[config.mk]
export PLATFORM = sky130hd
export DESIGN_NAME = uart_cmd_decoder
export DESIGN_NICKNAME = d
export VERILOG_FILES = /design/src/rtl/uart_cmd_decoder.sv
export SDC_FILE = /design/constraint.sdc
export NUM_CORES = 1
export LEC_CHECK = 0
export CORE_UTILIZATION = 55
export CTS_BUF_LIST = sky130_fd_sc_hd__clkbuf_4 sky130_fd_sc_hd__clkbuf_8 sky130_fd_sc_hd__clkbuf_16
export CTS_CLUSTER_DIAMETER = 200
export DETAILED_ROUTE_END_ITERATION = 8
export PLACE_DENSITY = 0.79
export SYNTH_ARGS = -nofsm -noshare
export SYNTH_HDL_FRONTEND = slang
export SYNTH_SLANG_ARGS = --single-unit
[constraint.sdc]
create_clock -name Clk -period 2.2 [get_ports Clk]
set_clock_uncertainty 0.2 [all_clocks]
set_input_delay 0.55 -clock Clk [delete_from_list [all_inputs] [get_ports Clk]]
set_output_delay 0.55 -clock Clk [all_outputs]
set_load 0.01 [all_outputs]
[src/rtl/uart_cmd_decoder.sv]
// Command-frame decoder behind the UART receiver: synchronises RxDone, assembles
// SOF/CMD/ARG/CHK frames, executes motor/light commands and applies the limit interlock.
module uart_cmd_decoder #(
  parameter logic [7:0] SOF         = 8'hA5,
  parameter int         TIMEOUT_CYC = 50000,
  parameter int         CNT_W       = 16
) (
  input  logic       Clk,
  input  logic       Rst_n,
  input  logic       RxDone,
  input  logic [7:0] RxData,
  input  logic       limit1,
  input  logic       limit2,
  output logic [1:0] motor_cmd,
  output logic       light_cmd,
  output logic       frame_ok,
  output logic       frame_err,
  output logic [7:0] err_count,
  output logic [7:0] last_cmd,
  output logic       busy
);

  // state   | meaning
  // IDLE    | waiting for SOF, other bytes dropped silently
  // GET_CMD | expecting CMD byte
  // GET_ARG | expecting ARG byte
  // GET_CHK | expecting CHK byte, checksum decided here
  // EXEC    | apply known command or divert to ERR
  // ERR     | report error, bump saturating counter
  localparam logic [2:0] S_IDLE    = 3'd0;
  localparam logic [2:0] S_GET_CMD = 3'd1;
  localparam logic [2:0] S_GET_ARG = 3'd2;
  localparam logic [2:0] S_GET_CHK = 3'd3;
  localparam logic [2:0] S_EXEC    = 3'd4;
  localparam logic [2:0] S_ERR     = 3'd5;

  localparam logic [CNT_W-1:0] TO_LIM = CNT_W'(TIMEOUT_CYC);

  logic [2:0]       state;
  logic             sync0, sync1, sync2;
  logic             byte_stb;
  logic [CNT_W-1:0] to_cnt;
  logic [7:0]       cmd_q;
  logic [7:0]       arg_q;
  logic             known_cmd;
  logic             limit_any;

  assign known_cmd = (cmd_q == 8'h10) || (cmd_q == 8'h20) || (cmd_q == 8'h30);
  assign limit_any = limit1 | limit2;
  assign busy      = (state != S_IDLE);

  // Strobe is registered so it lands on the third edge after RxDone rises.
  always_ff @(posedge Clk or negedge Rst_n) begin
    if (!Rst_n) begin
      sync0    <= 1'b0;
      sync1    <= 1'b0;
      sync2    <= 1'b0;
      byte_stb <= 1'b0;
    end else begin
      sync0    <= RxDone;
      sync1    <= sync0;
      sync2    <= sync1;
      byte_stb <= sync1 & ~sync2;
    end
  end

  always_ff @(posedge Clk or negedge Rst_n) begin
    if (!Rst_n) begin
      state     <= S_IDLE;
      to_cnt    <= '0;
      cmd_q     <= 8'h00;
      arg_q     <= 8'h00;
      motor_cmd <= 2'b00;
      light_cmd <= 1'b0;
      frame_ok  <= 1'b0;
      frame_err <= 1'b0;
      err_count <= 8'h00;
      last_cmd  <= 8'h00;
    end else begin
      frame_ok  <= 1'b0;
      frame_err <= 1'b0;
      case (state)
        S_IDLE: begin
          to_cnt <= '0;
          if (byte_stb && RxData == SOF) state <= S_GET_CMD;
        end
        S_GET_CMD, S_GET_ARG, S_GET_CHK: begin
          if (byte_stb) begin
            to_cnt <= '0;
            if (state == S_GET_CMD) begin
              cmd_q <= RxData;
              state <= S_GET_ARG;
            end else if (state == S_GET_ARG) begin
              arg_q <= RxData;
              state <= S_GET_CHK;
            end else begin
              state <= (RxData == (cmd_q ^ arg_q)) ? S_EXEC : S_ERR;
            end
          end else if (to_cnt == TO_LIM) begin
            to_cnt <= '0;
            state  <= S_ERR;
          end else begin
            to_cnt <= to_cnt + 1'b1;
          end
        end
        S_EXEC: begin
          if (known_cmd) begin
            case (cmd_q)
              8'h10:   motor_cmd <= arg_q[1:0];
              8'h20:   light_cmd <= arg_q[0];
              default: begin
                motor_cmd <= 2'b00;
                light_cmd <= 1'b0;
              end
            endcase
            frame_ok <= 1'b1;
            last_cmd <= cmd_q;
            state    <= S_IDLE;
          end else begin
            state <= S_ERR;
          end
        end
        S_ERR: begin
          frame_err <= 1'b1;
          if (err_count != 8'hFF) err_count <= err_count + 8'h01;
          state <= S_IDLE;
        end
        default: state <= S_IDLE;
      endcase
      // Interlock has the last word, even over a motor command executing this cycle.
      if (limit_any) motor_cmd <= 2'b00;
    end
  end

endmodule

==> results_tabular.tex <==
\begin{tabular}{lr}
\hline
Metric & Value \\
\hline
\multicolumn{2}{l}{\textbf{Route}} \\
Total length of routed wires & 5.619 mm \\
Number of vias in the routed layout & 2037 \\
Total DRC errors in the routed layout & 0 \\
Detailed-router iteration count before antenna repair & 4 \\
Remaining antenna violation count after routing & 0 \\
Via density & 5.505 \\
Drt wl/cell & 15.19 um \\
Iter 0 DRT Violations & 97 \\
\multicolumn{2}{l}{\textbf{Global route}} \\
Global routing met1 resource utilization & 28.92\% \\
GR met2 Demand/Resource & 36.74\% \\
First-pass GRT wire length & 9.190 mm \\
Most utilized layer in the global route result & met2 \\
Number of antenna violations at the first check in global routing & 0 \\
Largest net degree at the start of global routing & 61 \\
Number of global-route vias before repair & 1982 \\
Total track usage & 22.74\% \\
Total gr overflow & 0 \\
Met3 routing resource usage after global routing & 6.504\% \\
\multicolumn{2}{l}{\textbf{Floorplan}} \\
Number of top-level pins & 35 \\
Die Area & 5551 um\^{}2 \\
Area of the placeable core & 5075 um\^{}2 \\
Initial Utilization & 56.98\% \\
Overall die height & 74.51 um \\
Count of standard-cell rows & 26 \\
Horiz. Die Dim & 74.51 um \\
\multicolumn{2}{l}{\textbf{Placed design}} \\
I/O Buffers & 34 \\
GPL Wtd Cong & 0.7740 \\
Total half-perimeter wirelength after legalization and detailed placement & 3.874 mm \\
\multicolumn{2}{l}{\textbf{Cells and area}} \\
Final core occ & 71.57\% \\
Number of antenna diodes & 0 \\
Filler Cell Count & 381 \\
Most common library cell in the layout ignoring fill and taps & dfrtp\_1 \\
Most frequent cells in the layout & 59 x dfrtp\_1, 32 x clkdlybuf4s50\_1, 18 x nor2\_1, 18 x mux2\_2, 15 x buf\_4 \\
Layout cell share with drive strength beyond 1 & 22.33\% \\
Nets & 311 \\
Synthesis-to-layout area growth & 25.62\% \\
\multicolumn{2}{l}{\textbf{Min path}} \\
Class of the tightest hold or removal check & in -> async \\
\multicolumn{2}{l}{\textbf{Logic synthesis}} \\
Proportion of netlist area held by the largest area contributor & 51.93\% \\
Proportion of register bits with asynchronous set or reset after synthesis & 100.0\% \\
Mapped Nets & 254 \\
Library cells used by synthesis & 53 \\
Register area share after synthesis & 51.93\% \\
Top cell type by total area after synthesis & dfrtp\_1 \\
Synthesized instance count & 238 \\
Top\_reg\_cell synth & dfrtp\_1 \\
Flip-flop and latch count after synthesis & 60 \\
Number of synthesized flops with an enable pin & 0 \\
Cell area after synthesis & 2892 um\^{}2 \\
Yosys warnings & 0 \\
Average cell area after synthesis & 12.15 um\^{}2 \\
Main area contributors after synthesis & dfrtp\_1 52\%, mux2\_2 7.0\%, xnor3\_1 5.5\%, xnor2\_1 4.2\%, nor2\_1 2.5\% \\
\multicolumn{2}{l}{\textbf{STA}} \\
Final critical-path required period & 2.124 ns \\
Final Max Slew Viols & 0 \\
Fmax & 470.7 MHz \\
Count of endpoints failing setup in the final report & 0 \\
Worst hold margin & -0.008401 ns \\
Endpoints failing hold & 5 \\
Headroom to the max-slew limit & 59.77\% \\
Least-Margin Pin Slew & 0.5971 ns \\
Sum of negative setup slack & 0 ns \\
Share of the clock period used by the worst path after layout & 96.56\% \\
\multicolumn{2}{l}{\textbf{Setup path}} \\
Series of cell instances along the critical path & clkdlybuf4s50\_1 \\
Reg-to-reg critical path endpoint & motor\_cmd[1] \\
Bufs and invs on worst path & 1 \\
Reg-to-reg slack, setup & 0.14 ns \\
Required @ worst endpoint & 1.45 ns \\
Critical Path Source Type & register \\
WS Path Type & reg -> out \\
Cell depth of the worst setup path & 1 \\
Beginning of the critical path & err\_count[2] \\
CP peak stage delay & 0.58 ns \\
Critical path capture point type & primary output \\
Crit path max fanout & 6 \\
Capture point of the worst path & err\_count[2] \\
Master of the slowest instance on the critical path & clkdlybuf4s50\_1 \\
Count of cells along the worst register-to-register path & 5 \\
Cell family contributing the most delay on the critical path & buffers and inverters \\
R2r startpoint & state[0] \\
Critical path data arrival time & 1.37 ns \\
\multicolumn{2}{l}{\textbf{Clocking}} \\
CTS clk-pin slew, worst paths & 0.07 ns \\
CTS tree & done \\
CTS max path bufs & 2 \\
CTS HTree Levels & 3 \\
Clk Latency, worst-skew pair & 0.34 ns \\
Cell at the root of the clock tree & clkbuf\_8 \\
Hold-fix buffers, CTS & 0 \\
Num CTS Buffers & 9 \\
Clock Sinks & 60 \\
\multicolumn{2}{l}{\textbf{Run status}} \\
Result of the run & complete, but fails checks \\
Violated checks & negative hold slack \\
\multicolumn{2}{l}{\textbf{Power}} \\
Leakage power total & 1.612 nW \\
Total power draw & 0.003887 W \\
Largest vdd supply drop & 741.0 uV \\
Pwr dens & 1070 nW/um\^{}2 \\
\multicolumn{2}{l}{\textbf{Flow run}} \\
Max-cap violation count & 0 \\
\hline
\end{tabular}
-- flip-flops by register name (all words and copies together), names as in the netlist --
register,flops
frame_ok,1
sync0,1
byte_stb,1
to_cnt,16
last_cmd,8
err_count,8
light_cmd,1
state,3
sync1,1
frame_err,1
arg_q,8
motor_cmd,2
cmd_q,8
sync2,1
-- power breakdown --
part           switching, W  internal [W]  total [W]
clock network      0.000427      0.000576    0.00100
registers          0.000270       0.00134    0.00161
logic              0.000516      0.000761    0.00128
-- cells in the mapped netlist (2+ instances only) --
library cell and instances:
a211oi_1 2, a21oi_1 3, a221o_1 2, a22oi_1 2, and2_1 7, and3_1 2, and3b_1 2, and4b_1 2
buf_2 3, dfrtp_1 60, ha_1 3, inv_1 9, mux2_2 18, nand2_1 14, nand3_1 6, nand4_1 11
nor2_1 19, nor2b_1 2, nor3_1 7, nor4_1 5, o21ai_0 2, or3b_2 2, xnor2_1 14, xnor3_1 7
xor2_1 6
-- worst min path at each step --
stage | from | end | cells past startpoint
final | Rst_n | arg_q[2] | 2
after global routing | Rst_n | arg_q[2] | 2
after CTS | Rst_n | arg_q[2] | 2
after detailed placement | sync0 | sync1 | 0
after global placement | sync0 | sync1 | 0
after floorplan | Rst_n | arg_q[0] | 0
-- stage by stage --
stage / area (um^2) / hold slack [ns] / setup WS, ns / instances
2_1_floorplan: 2892 / 0.05441 / 0.3039 / 238
3_3_place_gp: 3406 / 0.1350 / 0.1157 / 351
3_5_place_dp: 3406 / 0.1426 / -0.01579 / 351
4_1_cts: 3625 / 0.01749 / 0.05119 / 369
5_1_grt: 3632 / 0.01791 / -0.001768 / 370
6_report: 3632 / -0.008401 / 0.07564 / 370
-- cell families after synthesis --
group / synth area share, %
muxes: 7.010
AOI/OAI and AO/OA: 5.366
DFF: 51.93
buffers and inverters: 1.817
and+or+nand+nor: 20.73
adders and majority gates: 1.644
xor gates and xnor gates: 11.51
-- final cells by class --
cell class	instances	area (um^2)	area share [%]
Inverter	9	33.78	0.9301
Timing Repair Buffer	50	466.7	12.85
Clock inverter	5	50.05	1.378
Multi-Input combinational cell	165	1340	36.89
Clock buffer	11	151.4	4.168
Sequential cell	60	1503	41.37
Tap cell	70	87.58	2.411
-- routing by layer --
layer  vias to the layer above  share of wire, %
met4                         0               2.0
li1                        972                 -
met3                         9               3.8
met5                         -                 0
met2                        38                49
met1                      1018                46
-- repair_timing --
action	CTS	global route
resized for setup	3	0
pin swaps	0	1
buffers inserted	2	1
endpoints found under the setup margin	1	2
(Power assumes the default switching activity.)
